**config.mk**
```make
export PLATFORM = sky130hd
export DESIGN_NAME = dma_wr_engine
export DESIGN_NICKNAME = d
export VERILOG_FILES = /design/src/rtl/dma_pkg.sv /design/src/rtl/dma_size_sel.sv /design/src/rtl/dma_wr_engine.sv
export SDC_FILE = /design/constraint.sdc
export NUM_CORES = 1
export LEC_CHECK = 0
export CORE_UTILIZATION = 48
export DETAILED_ROUTE_END_ITERATION = 7
export PLACE_DENSITY = 0.82
export SLEW_MARGIN = 30
export SYNTH_ARGS = -nofsm -noshare
export SYNTH_HDL_FRONTEND = slang
export SYNTH_SLANG_ARGS = --single-unit
```
**constraint.sdc**
```tcl
create_clock -name clk_i -period 7.3 [get_ports clk_i]
set_input_delay 1.095 -clock clk_i [delete_from_list [all_inputs] [get_ports clk_i]]
set_output_delay 1.095 -clock clk_i [all_outputs]
set_load 0.1 [all_outputs]
```
**src/rtl/dma_pkg.sv**
```systemverilog
// Shared DMA definitions: FSM state codes, transfer size codes
// and a helper that turns a size code into a byte count.
package dma_pkg;

  localparam logic [2:0] ST_IDLE = 3'd0;
  localparam logic [2:0] ST_POP  = 3'd1;
  localparam logic [2:0] ST_REQ  = 3'd2;
  localparam logic [2:0] ST_RSP  = 3'd3;
  localparam logic [2:0] ST_DONE = 3'd4;

  localparam logic [2:0] SZ_BYTE = 3'd0;
  localparam logic [2:0] SZ_HALF = 3'd1;
  localparam logic [2:0] SZ_WORD = 3'd2;

  function automatic logic [2:0] size_bytes(
    input logic [2:0] sz
  );
    logic [2:0] n;
    case (sz)
      SZ_HALF: n = 3'd2;
      SZ_WORD: n = 3'd4;
      default: n = 3'd1;
    endcase
    return n;
  endfunction

endpackage

```
**src/rtl/dma_size_sel.sv**
```systemverilog
// Picks the largest naturally aligned access that fits.
// Ports: addr_lo_i (addr[1:0]), rem_i (bytes left), size_o.
module dma_size_sel
  import dma_pkg::*;
#(
  parameter int LEN_W = 16
) (
  input  logic [1:0]       addr_lo_i,
  input  logic [LEN_W-1:0] rem_i,
  output logic [2:0]       size_o
);

  logic rem_one;
  logic rem_lt4;

  assign rem_one = (rem_i == LEN_W'(1));
  assign rem_lt4 = (rem_i < LEN_W'(4));

  always_comb begin
    if (addr_lo_i[0] || rem_one) begin
      size_o = SZ_BYTE;
    end else if (addr_lo_i[1] || rem_lt4) begin
      size_o = SZ_HALF;
    end else begin
      size_o = SZ_WORD;
    end
  end

endmodule

```
**src/rtl/dma_wr_engine.sv**
```systemverilog
// DMA write engine: pops FIFO bytes, issues aligned writes.
// Ports: job ctl/status, FIFO drain port, write req/rsp bus.
module dma_wr_engine
  import dma_pkg::*;
#(
  parameter int LEN_W  = 16,
  parameter int ADDR_W = 32
) (
  input  logic              clk_i,
  input  logic              rstn_i,
  input  logic              start_i,
  input  logic              abort_i,
  input  logic [ADDR_W-1:0] dst_addr_i,
  input  logic [LEN_W-1:0]  len_i,
  output logic              busy_o,
  output logic              done_o,
  output logic              err_o,
  output logic              aborted_o,
  output logic              fifo_wvalid_o,
  input  logic              fifo_wready_i,
  output logic [2:0]        fifo_wsize_o,
  output logic [1:0]        fifo_wladdr_o,
  input  logic [31:0]       fifo_wdata_i,
  input  logic [3:0]        fifo_wstrb_i,
  output logic              req_valid_o,
  input  logic              req_ready_i,
  output logic [ADDR_W-1:0] req_addr_o,
  output logic [2:0]        req_size_o,
  output logic [31:0]       req_wdata_o,
  output logic [3:0]        req_wstrb_o,
  input  logic              rsp_valid_i,
  input  logic              rsp_err_i
);

  logic [2:0]        state_q, state_d;
  logic [ADDR_W-1:0] addr_q, addr_d;
  logic [LEN_W-1:0]  rem_q, rem_d;
  logic [ADDR_W-1:0] raddr_q, raddr_d;
  logic [2:0]        rsize_q, rsize_d;
  logic [31:0]       rdata_q, rdata_d;
  logic [3:0]        rstrb_q, rstrb_d;
  logic              err_q, err_d;
  logic              abt_q, abt_d;
  logic              pend_q, pend_d;

  logic [2:0] size;
  logic [2:0] step;
  logic       in_pop;

  dma_size_sel #(
    .LEN_W (LEN_W)
  ) u_size (
    .addr_lo_i (addr_q[1:0]),
    .rem_i     (rem_q),
    .size_o    (size)
  );

  assign step   = size_bytes(size);
  assign in_pop = (state_q == ST_POP);

  always_comb begin
    state_d = state_q;
    addr_d  = addr_q;
    rem_d   = rem_q;
    raddr_d = raddr_q;
    rsize_d = rsize_q;
    rdata_d = rdata_q;
    rstrb_d = rstrb_q;
    err_d   = err_q;
    abt_d   = abt_q;
    pend_d  = pend_q;
    unique case (state_q)
      ST_IDLE: begin
        if (start_i) begin
          err_d  = 1'b0;
          abt_d  = 1'b0;
          pend_d = 1'b0;
          addr_d = dst_addr_i;
          rem_d  = len_i;
          if (len_i == '0) begin
            state_d = ST_DONE;
          end else begin
            state_d = ST_POP;
          end
        end
      end
      ST_POP: begin
        // abort wins so the FIFO never loses bytes
        if (abort_i) begin
          abt_d   = 1'b1;
          state_d = ST_DONE;
        end else if (fifo_wready_i) begin
          raddr_d = addr_q;
          rsize_d = size;
          rdata_d = fifo_wdata_i;
          rstrb_d = fifo_wstrb_i;
          addr_d  = addr_q + ADDR_W'(step);
          rem_d   = rem_q - LEN_W'(step);
          state_d = ST_REQ;
        end
      end
      ST_REQ: begin
        if (abort_i) pend_d = 1'b1;
        if (req_ready_i) state_d = ST_RSP;
      end
      ST_RSP: begin
        if (abort_i) pend_d = 1'b1;
        if (rsp_valid_i) begin
          if (rsp_err_i) begin
            err_d   = 1'b1;
            state_d = ST_DONE;
          end else if (abort_i || pend_q) begin
            abt_d   = 1'b1;
            state_d = ST_DONE;
          end else if (rem_q == '0) begin
            state_d = ST_DONE;
          end else begin
            state_d = ST_POP;
          end
        end
      end
      ST_DONE: begin
        err_d   = 1'b0;
        abt_d   = 1'b0;
        pend_d  = 1'b0;
        state_d = ST_IDLE;
      end
      default: state_d = ST_IDLE;
    endcase
  end

  always_ff @(posedge clk_i or negedge rstn_i) begin
    if (!rstn_i) begin
      state_q <= ST_IDLE;
      addr_q  <= '0;
      rem_q   <= '0;
      raddr_q <= '0;
      rsize_q <= '0;
      rdata_q <= '0;
      rstrb_q <= '0;
      err_q   <= 1'b0;
      abt_q   <= 1'b0;
      pend_q  <= 1'b0;
    end else begin
      state_q <= state_d;
      addr_q  <= addr_d;
      rem_q   <= rem_d;
      raddr_q <= raddr_d;
      rsize_q <= rsize_d;
      rdata_q <= rdata_d;
      rstrb_q <= rstrb_d;
      err_q   <= err_d;
      abt_q   <= abt_d;
      pend_q  <= pend_d;
    end
  end

  assign busy_o    = (state_q != ST_IDLE);
  assign done_o    = (state_q == ST_DONE);
  assign err_o     = done_o && err_q;
  assign aborted_o = done_o && abt_q;

  assign fifo_wvalid_o = in_pop && !abort_i;
  assign fifo_wsize_o  = in_pop ? size : SZ_BYTE;
  assign fifo_wladdr_o = in_pop ? addr_q[1:0] : 2'b00;

  assign req_valid_o = (state_q == ST_REQ);
  assign req_addr_o  = raddr_q;
  assign req_size_o  = rsize_q;
  assign req_wdata_o = rdata_q;
  assign req_wstrb_o = rstrb_q;

endmodule
```
==> results_dict.tcl <==
set metrics [dict create \
    vias 6048 \
    postCtsSetupBuffers 0 \
    ff2ff_path_depth 11 \
    yosysWarnings 0 \
    ant_nets 0 \
    status "finished clean" \
    r2r_slack_ps 3580 \
    cts_buffers 17 \
    ctsLongestPathBuffers 2 \
    syn_inst 749 \
    synth_edf_count 0 \
    yosys.area_share.simple_pct 26.7 \
    grt_overflow_total 0 \
    rr_endpoint "addr_q[21]" \
    ys_ff_latch 124 \
    path_clk_slew_ps 60 \
    crit_path_start_kind "flop" \
    insertion_delay_ps 420 \
    io_buffer_count 171 \
    antenna_found_initial 0 \
    clock-root-buffer "clkbuf_16" \
    ctsHoldBuffers 0 \
    placed_cells 1050 \
    dieArea_um2 13800 \
    hold_ws_ps 468 \
    drcViolationCount 0 \
    syn_avg_cell_area_um2 8.56 \
    grt_pass1_vias 5483 \
    synth_compound_area_share_pct 18.4 \
    required_ps 6200 \
    synth_fa_ha_area_share_pct 1.48 \
    min_path_type "flop to flop" \
    yosys.area.top_type "dfrtp_1" \
    synth_mux_area_share_pct 0.156 \
    place_hpwl_mm 11.2 \
    setup_viol 0 \
    wire_per_inst_um 15.7 \
    r2r-start "rem_q[3]" \
    start_util_pct 50.0 \
    cts_tree "done" \
    hold_path_end "req_wstrb_o[0]" \
    finalSetupTns_ps 0 \
    finalClockSkew_ps 5.48 \
    grt_max_degree 84 \
    synth_xor_area_share_pct 0.410 \
    post-route-util_pct 68.7 \
    cp_max_fo 6 \
    gp_congestion 0.887 \
    drt_iter0_markers 536 \
    timing.final.crit_share_pct 60.2 \
    cp.arrival_ps 3300 \
    syn2layout_area_growth_pct 37.3 \
    whs_path_depth 2 \
    final_common_cell "nand2_1" \
    period_needed_ps 4390 \
    final_nets 996 \
    rows 41 \
    synth_top_cells_by_area "dfrtp_1 48%, nand2_1 13%, a21oi_1 3.7%" \
    rsz0062_at_grt "false" \
    dr.pass1.iters 5 \
    grtUsageTotal_pct 25.0 \
    netlist-cell-type-count 69 \
    netlist_area_um2 6410 \
    design.core.area_um2 12800 \
    regArea_um2 3100 \
    seq_area_frac_synth_pct 48.4 \
    vias_per_cell 5.59 \
    die_h_um 118 \
    fin_cells 1082 \
    hold_start "req_wstrb_o[0]" \
    multi_input_area_um2 3060 \
    finalHoldViolations 0 \
    drv_slew 0 \
    grt_pass1_wl_mm 27.7 \
    endpoint_kind "output port" \
    synth_top_family_by_area "simple AND/OR/NAND/NOR gates" \
    clock-sinks 124 \
    synth_flop_cell "dfrtp_1" \
    die_width_um 118 \
    drv_cap 0 \
    totalWireLength_mm 17.0 \
    max_slew_margin_pct 31.5 \
    final_cell_mix "227 x nand2_1, 168 x clkdlybuf4s50_1, 124 x dfrtp_1" \
    h-tree-depth 4 \
    ios 174 \
    async_flop_share_pct 100 \
    n_antenna_cell 0 \
    critPathKind "flop to output port" \
    synth_top_area_share_pct 48.4 \
    tightest_slew_ps 1020 \
    drive_above_1_share_pct 6.59 \
    fillCellCount 1061 \
    timing.fmax_mhz 228 \
    cts-resized-gates 0 \
]
## Yosys cell counts (12+ instances only)
master	n
nor2_1	42
o22ai_1	12
dfrtp_1	124
a21oi_1	47
nor3_1	16
clkbuf_1	21
a31oi_1	13
inv_1	15
nand3_1	15
nand2_1	227
buf_2	21
o21ai_0	36
## per-layer routing
metal | global-route usage, % | part of all wire (%) | vias to the layer above
met2 | 39.8 | 48 | 205
met1 | 34.5 | 44 | 2880
met5 | 0 | 0 | -
met4 | 8.33 | 1.4 | 0
li1 | - | - | 2941
met3 | 4.36 | 5.9 | 22
## flip-flops by register name (all words and copies together), names as in the netlist
register,cells
err_q,1
req_wdata_o,32
abt_q,1
req_size_o,2
addr_q,32
req_addr_o,32
rem_q,16
state_q,3
req_wstrb_o,4
pend_q,1
## cell families after synthesis
logic type,Yosys count
and+or+nand+nor,369
other,1
muxes,1
adders and majority gates,7
DFF,124
AOI/OAI and AO/OA,179
buffers and inverters,65
xor gates and xnor gates,3
## per-stage QoR
step / setup slack, ps / instance area [um^2]
floorplan: 3410 / 6420
global placement: 3140 / 8200
detailed placement: 3170 / 8190
CTS: 2880 / 8800
global route: 2780 / 8810
finish: 2910 / 8810
## worst max-delay path, cell delays in order, from the launching register on
cell and delay [ps]:
dfrtp_1 450, nor4_2 560, and4_1 370, a31o_2 200, o21bai_1 200, nor2_1 110, clkdlybuf4s50_1 990
## worst max path at each step
stage                    start               to  slack, ps  cells past startpoint
finish                rem_q[3]  fifo_wsize_o[0]       2910                      6
global route          rem_q[3]  fifo_wsize_o[0]       2780                      6
CTS                   rem_q[3]  fifo_wsize_o[0]       2880                      6
detailed placement     abort_i    fifo_wvalid_o       3170                      3
global placement       abort_i    fifo_wvalid_o       3140                      3
floorplan           state_q[1]           done_o       3410                      3
## area by class of cell
type	count	share of cell area (%)
sequential	124	35.2
multi-input combinational	561	34.7
timing repair buffer	178	19.9
clock buffer	19	5.14
tap	172	2.44
clock inverter	13	1.88
inverter	15	0.639
Power is left out: the tool's default activity adds up to more than one toggle a clock period on the data nets, which glitch-free logic cannot reach.
